[src/rtl/dcache_ram_bridge_pkg.sv]
// Shared constants and types for the dcache <-> RAMHelper bridge.
package dcache_ram_bridge_pkg;

  // Access size encodings on cmd_size
  localparam logic [2:0] SZ_B = 3'd0;
  localparam logic [2:0] SZ_H = 3'd1;
  localparam logic [2:0] SZ_W = 3'd2;
  localparam logic [2:0] SZ_D = 3'd3;

  // Reset PC and RAM base share the same physical address
  localparam logic [63:0] PC_START = 64'h8000_0000;
  localparam logic [63:0] RAM_BASE = PC_START;

  // Privilege modes
  localparam logic [1:0] PRIV_U = 2'd0;
  localparam logic [1:0] PRIV_S = 2'd1;
  localparam logic [1:0] PRIV_M = 2'd3;

  typedef enum logic [0:0] {StRst, StRun} bridge_state_e;

  // Byte strobes to a per-bit write mask
  function automatic logic [63:0] expand_strb(input logic [7:0] strb);
    logic [63:0] mask;
    mask = '0;
    for (int i = 0; i < 8; i++) begin
      mask[i*8 +: 8] = {8{strb[i]}};
    end
    return mask;
  endfunction

endpackage

[src/rtl/dcache_addr_check.sv]
// Combinational address check: range/size/alignment fault, word index and write mask.
module dcache_addr_check
  import dcache_ram_bridge_pkg::*;
#(
  parameter logic [63:0] BASE      = RAM_BASE,
  parameter int unsigned SIZE_LOG2 = 31,
  parameter int unsigned IDX_W     = SIZE_LOG2 - 3
) (
  input  logic [63:0]      addr_i,
  input  logic [2:0]       size_i,
  input  logic [7:0]       wstrb_i,
  output logic             fault_o,
  output logic [IDX_W-1:0] idx_o,
  output logic [63:0]      wmask_o
);

  logic [63:0] off;
  logic [2:0]  align_mask;
  logic        size_bad;
  logic        in_range;
  logic        misaligned;

  // Decode size, then combine the three fault sources
  always_comb begin
    off        = addr_i - BASE;
    align_mask = 3'd0;
    size_bad   = 1'b0;
    case (size_i)
      SZ_B:    align_mask = 3'd0;
      SZ_H:    align_mask = 3'd1;
      SZ_W:    align_mask = 3'd3;
      SZ_D:    align_mask = 3'd7;
      default: size_bad   = 1'b1;
    endcase
    in_range   = (addr_i >= BASE) && ((off >> SIZE_LOG2) == 64'd0);
    misaligned = (addr_i[2:0] & align_mask) != 3'd0;
    fault_o    = ~in_range | size_bad | misaligned;
    idx_o      = off[SIZE_LOG2-1:3];
    wmask_o    = expand_strb(wstrb_i);
  end

endmodule

[src/rtl/dcache_ram_bridge.sv]
// Bridge from the dcache cmd/rsp port to the RAMHelper data side.
module dcache_ram_bridge
  import dcache_ram_bridge_pkg::*;
#(
  parameter logic [63:0] BASE      = RAM_BASE,
  parameter int unsigned SIZE_LOG2 = 31,
  parameter int unsigned IDX_W     = SIZE_LOG2 - 3
) (
  input  logic             clock,
  input  logic             reset,
  input  logic             cmd_valid,
  output logic             cmd_ready,
  input  logic [63:0]      cmd_addr,
  input  logic             cmd_wen,
  input  logic [63:0]      cmd_wdata,
  input  logic [7:0]       cmd_wstrb,
  input  logic [2:0]       cmd_size,
  output logic             rsp_valid,
  output logic [63:0]      rsp_data,
  output logic             rsp_err,
  output logic             ram_en,
  output logic [IDX_W-1:0] ram_ridx,
  input  logic [63:0]      ram_rdata,
  output logic [IDX_W-1:0] ram_widx,
  output logic [63:0]      ram_wdata,
  output logic [63:0]      ram_wmask,
  output logic             ram_wen,
  output logic             err_sticky,
  output logic [63:0]      err_addr,
  output logic [31:0]      ld_cnt,
  output logic [31:0]      st_cnt
);

  bridge_state_e state_q, state_d;

  logic             fault;
  logic [IDX_W-1:0] idx;
  logic [63:0]      wmask;
  logic             acc, good, good_ld, good_st;

  logic        rsp_valid_q, rsp_valid_d;
  logic        rsp_err_q, rsp_err_d;
  logic [63:0] rsp_data_q, rsp_data_d;
  logic        err_sticky_q;
  logic [63:0] err_addr_q;
  logic [31:0] ld_cnt_q, st_cnt_q;

  dcache_addr_check #(
    .BASE      (BASE),
    .SIZE_LOG2 (SIZE_LOG2),
    .IDX_W     (IDX_W)
  ) u_addr_check (
    .addr_i  (cmd_addr),
    .size_i  (cmd_size),
    .wstrb_i (cmd_wstrb),
    .fault_o (fault),
    .idx_o   (idx),
    .wmask_o (wmask)
  );

  // FSM state register
  always_ff @(posedge clock) begin
    if (reset) state_q <= StRst;
    else       state_q <= state_d;
  end

  // FSM next state: one idle cycle after reset, then run until reset
  always_comb begin
    state_d = state_q;
    unique case (state_q)
      StRst:   state_d = StRun;
      StRun:   state_d = StRun;
      default: state_d = StRst;
    endcase
  end

  // FSM outputs
  always_comb begin
    cmd_ready = (state_q == StRun);
  end

  // Accept qualification and RAM-side drive; index/data/mask are zero when idle
  always_comb begin
    acc       = cmd_valid & cmd_ready;
    good      = acc & ~fault;
    good_ld   = good & ~cmd_wen;
    good_st   = good & cmd_wen & (cmd_wstrb != 8'd0);
    ram_en    = good;
    ram_wen   = good_st;
    ram_ridx  = acc ? idx : '0;
    ram_widx  = acc ? idx : '0;
    ram_wdata = acc ? cmd_wdata : '0;
    ram_wmask = acc ? wmask : '0;
  end

  // Response next state: loads and faults answer, good stores are silent
  always_comb begin
    rsp_valid_d = good_ld | (acc & fault);
    rsp_err_d   = acc & fault;
    rsp_data_d  = good_ld ? ram_rdata : 64'd0;
  end

  // Response, sticky error capture and access counters
  always_ff @(posedge clock) begin
    if (reset) begin
      rsp_valid_q  <= 1'b0;
      rsp_err_q    <= 1'b0;
      rsp_data_q   <= '0;
      err_sticky_q <= 1'b0;
      err_addr_q   <= '0;
      ld_cnt_q     <= '0;
      st_cnt_q     <= '0;
    end else begin
      rsp_valid_q <= rsp_valid_d;
      rsp_err_q   <= rsp_err_d;
      rsp_data_q  <= rsp_data_d;
      if (acc && fault && !err_sticky_q) begin
        err_sticky_q <= 1'b1;
        err_addr_q   <= cmd_addr;
      end
      if (good_ld) ld_cnt_q <= ld_cnt_q + 32'd1;
      if (good_st) st_cnt_q <= st_cnt_q + 32'd1;
    end
  end

  assign rsp_valid  = rsp_valid_q;
  assign rsp_err    = rsp_err_q;
  assign rsp_data   = rsp_data_q;
  assign err_sticky = err_sticky_q;
  assign err_addr   = err_addr_q;
  assign ld_cnt     = ld_cnt_q;
  assign st_cnt     = st_cnt_q;

endmodule

[config.mk]
export PLATFORM = sky130hd
export DESIGN_NAME = dcache_ram_bridge
export DESIGN_NICKNAME = d
export VERILOG_FILES = /design/src/rtl/dcache_ram_bridge_pkg.sv /design/src/rtl/dcache_addr_check.sv /design/src/rtl/dcache_ram_bridge.sv
export SDC_FILE = /design/constraint.sdc
export NUM_CORES = 1
export LEC_CHECK = 0
export CAP_MARGIN = 15
export CORE_AREA = 2 2 230 232
export DETAILED_ROUTE_END_ITERATION = 16
export DIE_AREA = 0 0 232 234
export SLEW_MARGIN = 20
export SYNTH_ARGS = -nofsm -noshare
export SYNTH_HDL_FRONTEND = slang
export SYNTH_SLANG_ARGS = --single-unit
[constraint.sdc]
create_clock -name clock -period 4.4 [get_ports clock]
set_input_delay 0.88 -clock clock [delete_from_list [all_inputs] [get_ports clock]]
set_output_delay 0.88 -clock clock [all_outputs]
set_load 0.01 [all_outputs]
==> impl_results.md <==
* Area of the die at 54300 sq um
* Post-DP HPWL at 30200 microns
* Mean routed wirelength per cell at 17.1 microns
* Total Power Consumption at 4.10 mW
* Number of nets with antenna violations after routing at 0
* WS Path Type: input pin to output port
* Fraction of final layout cells with drive strength greater than 1 at just under 7%
* Clock input transition at the sequential cells of the worst setup and hold paths at approximately 0.080 ns
* Flops & latches, synth at approximately 200
* Transition at the pin with the smallest max-transition slack at 0.865 ns
* RR Startpoint: ld_cnt[12]
* Sequential cell area fraction in the yosys report at 42.0%
* Total CTS buffers at 17
* Number of violations reported at the end of detailed-routing iteration 0 at 481
* DR pass1 iterations at 7
* Cells on Worst Hold Path at 2
* Outcome: completed
* Overall routing resource usage at around 13%
* Worst r2r path cells at 7
* Final setup violating endpoints at 0
* Final-report hold violation count at 0
* Final worst-path cycle share at 97.2%
* H-Tree Level Count at 4
* Post-route cell area at ~16000 sq um
* Power share of the clock group at 38.9%
* Switching power as a share of total power at 27.5%
* Worst EP arrival at approximately 3.4 ns
* Destination of the worst register-to-register timing path: ld_cnt[28]
* Worst Clk Skew at approximately 0.017 ns
* Hold/Removal Path Class: flip-flop to flip-flop
* Dominant cell type by area after synthesis: dfxtp_1
* Syn avg cell area at 8.60 sq um
* Critical path required time at 3.52 ns
* Hold Crit Start: err_addr[55]
* Static leakage at 5.86 nW
* Max-cap viol count at 0
* Slowest-stage cell, CP: or4_4
* Portion of total power attributed to combinational logic at 16.7%
* Pins over their slew limit at 0
* Number of top-level pins at 589
* Highest achievable clock rate at 234 MHz
* Chain of cells forming the critical path: clkdlybuf4s50_1 -> nor3_4 -> buf_6 -> nand3_2 -> o21ai_2 -> or3b_4 -> or4_4 -> nor3_4 -> buf_4
* Synth unique cells at 42
* Routed via count at just under 10000
* Power per Cell Area at 253 nW/um^2
* Shortest clock period the worst path allows after layout at 4.28 ns
* Maximum number of pins on one net before global-route repair at 102
* Placed inst area at 15600 sq um
* Average vias per placed instance at 4.35
* Antenna violations before repair at 2
* Worst min-delay path endpoint: err_addr[55]
* Number of buffers on the longest clock path at 2
* Number of sinks driven by the clock tree at 196
* Number of warnings reported in the yosys synthesis log at 0
* Setup slack of the most critical reg-to-reg path at ~1.7 ns
* Count of inserted antenna diode cells at 0
* Clock tree root driver cell: clkbuf_16
* CTS tree: done
* Port bufs at approximately 590
* Height of the chip at 234 microns
* Starting Density at 17.9%
* Layout area overhead at 73.6%
* Most used flip-flop cell after synthesis: dfxtp_1
* Biggest cell delay along the critical path at 0.62 ns
* Net count, final at 1793
* Type of element capturing the critical path: output port
* Sequential group share of total power at 44.4%
* Slew HR at 42.3%
* Cell count after placement at 2251
* Post-Synthesis Net Count at 1295
* Biggest fanout along the worst timing path at 3
* Clock insertion delay at the later pin of the skew report at 0.48 ns
* Dominant cells by area after synthesis: dfxtp_1 (42%), and3_1 (7.0%), mux2i_1 (6.9%), buf_4 (6.8%), nand2_1 (6.4%)
* Post-layout util at 31.2%
* Power Internal at roughly 3.0 mW
* Standard cell core area at 52000 sq um
* NetSw at approximately 1.1 mW
* Worst path most repeated cell: nor3_4
* CP Launch Type: input pin
* Number of global-route vias before repair at 9067
* Num rows at 84
* Largest voltage drop on the vdd net at 0.000238 V
* Netlist area before placement at just over 9000 sq um
* Overall die width at about 230 microns
* First-pass GRT wire length at 55400 microns
* Number of standard cells in the final layout excluding fillers at between 2000 and 2500
* Portion of synthesized cell area occupied by the leading cell type at 42.0%
* Wirelength, routed at a little under 40000 microns
* Global placer's final weighted congestion at 0.824
* EDFF count, synth at 0
* Syn Inst Count at 1086
* GRT Residual Overflow at 0
* Total DRC errors in the routed layout at 0
* Fraction of synthesis flops using an asynchronous set or reset pin at 0%
-- worst max-delay path: cells and delay by family --
kind | cells | cell delay (ns)
compound gates | 1 | 0.16
buf+inv | 3 | 0.77
simple gates | 5 | 1.56
-- routing by layer --
layer	global-route usage [%]	part of all wire [%]	vias to the layer above
li1	-	-	4789
met1	17.5	44	4744
met2	21.2	47	369
met3	3.75	6.9	32
met4	4.49	1.4	2
met5	0	0.033	-
-- power by group through the flow --
stage	clock, mW	sequential (mW)	combinational [mW]
3_3_place_gp	0	1.86	0.682
6_report	1.59	1.82	0.686
4_1_cts	1.67	1.82	0.689
3_5_place_dp	0	1.86	0.684
2_1_floorplan	0	1.87	0.228
5_1_grt	1.72	1.82	0.728
-- kinds of logic after synthesis --
group / count (synthesis) / synth area share, %
fa+ha+maj: 2 / 0.268
mux: 65 / 6.98
xor+xnor: 3 / 0.282
compound gates: 141 / 9.32
simple gates: 501 / 30.1
buf+inv: 178 / 11.0
flops: 196 / 42.0
-- cell usage in the layout (no fill, tap or decap), types with 4 or more instances in the layout --
| cell type | synthesis | final |
|---|---|---|
| clkdlybuf4s50_1 | 0 | 580 |
| dfxtp_1 | 196 | 195 |
| nand2_1 | 160 | 160 |
| and3_1 | 105 | 105 |
| a21oi_1 | 66 | 66 |
| and2_1 | 66 | 66 |
| mux2i_1 | 64 | 64 |
| o31ai_1 | 57 | 57 |
| or4_1 | 57 | 57 |
| buf_4 | 84 | 54 |
| nand4_1 | 24 | 24 |
| nand3_1 | 24 | 24 |
| nor3_1 | 18 | 17 |
| clkbuf_16 | 0 | 17 |
| nor2_1 | 12 | 11 |
| o21ai_0 | 10 | 10 |
| inv_1 | 10 | 10 |
| and4_1 | 7 | 7 |
| or3_1 | 6 | 6 |
| nor4_1 | 6 | 4 |
| clkinv_8 | 0 | 4 |
| inv_6 | 0 | 4 |
-- per-stage QoR --
| stage | worst slack (ns) | hold slack (ns) | TNS [ns] |
|---|---|---|---|
| after floorplan | 0.286 | 0.479 | 0 |
| after global placement | -0.367 | 0.441 | -14.73 |
| after detailed placement | -0.350 | 0.445 | -17.80 |
| after CTS | 0.0183 | 0.463 | 0 |
| after global routing | -0.00405 | 0.472 | -0.00405 |
| final | 0.124 | 0.460 | 0 |
-- layout make-up --
type                    instances  area, sq um
fillers                      5350        35800
repair buffers                646         6350
multi-input cells             712         4440
flip-flops and latches        196         3930
well taps                     688          861
clock buffers                  19          443
clock inverters                13          141
inverters                      11         43.8
-- what timing repair did --
action	in CTS	in global routing
cloned	0	0
setup endpoints to repair	2	19
gates resized for setup	9	14
hold buffers	0	0
pin swaps	5	5
buffers inserted	1	1
-- worst max-delay path by stage --
stage / startpoint / endpoint / depth (start not counted)
2_1_floorplan: cmd_addr[31] / ram_en / 9
3_3_place_gp: cmd_addr[32] / ram_wen / 10
3_5_place_dp: cmd_addr[32] / ram_en / 9
4_1_cts: cmd_addr[34] / ram_wen / 9
5_1_grt: cmd_addr[32] / ram_en / 9
6_report: cmd_addr[32] / ram_en / 9
-- flip-flops by register name, summed over array words and instances, names as in the netlist --
signal,cells
rsp_data,64
cmd_ready,1
ld_cnt,32
rsp_valid,1
err_sticky,1
st_cnt,32
rsp_err,1
err_addr,64
-- cells in the mapped netlist, types with 7 or more instances --
cell type and n:
nor2_1 12, or4_1 57, nor3_1 18, dfxtp_1 196, nand4_1 24, o21ai_0 10
and3_1 105, buf_4 84, and2_1 66, o31ai_1 57, nand2_1 160, nand3_1 24
and4_1 7, a21oi_1 66, inv_1 10, mux2i_1 64, clkbuf_1 69, buf_2 7
(Power assumes the default switching activity.)
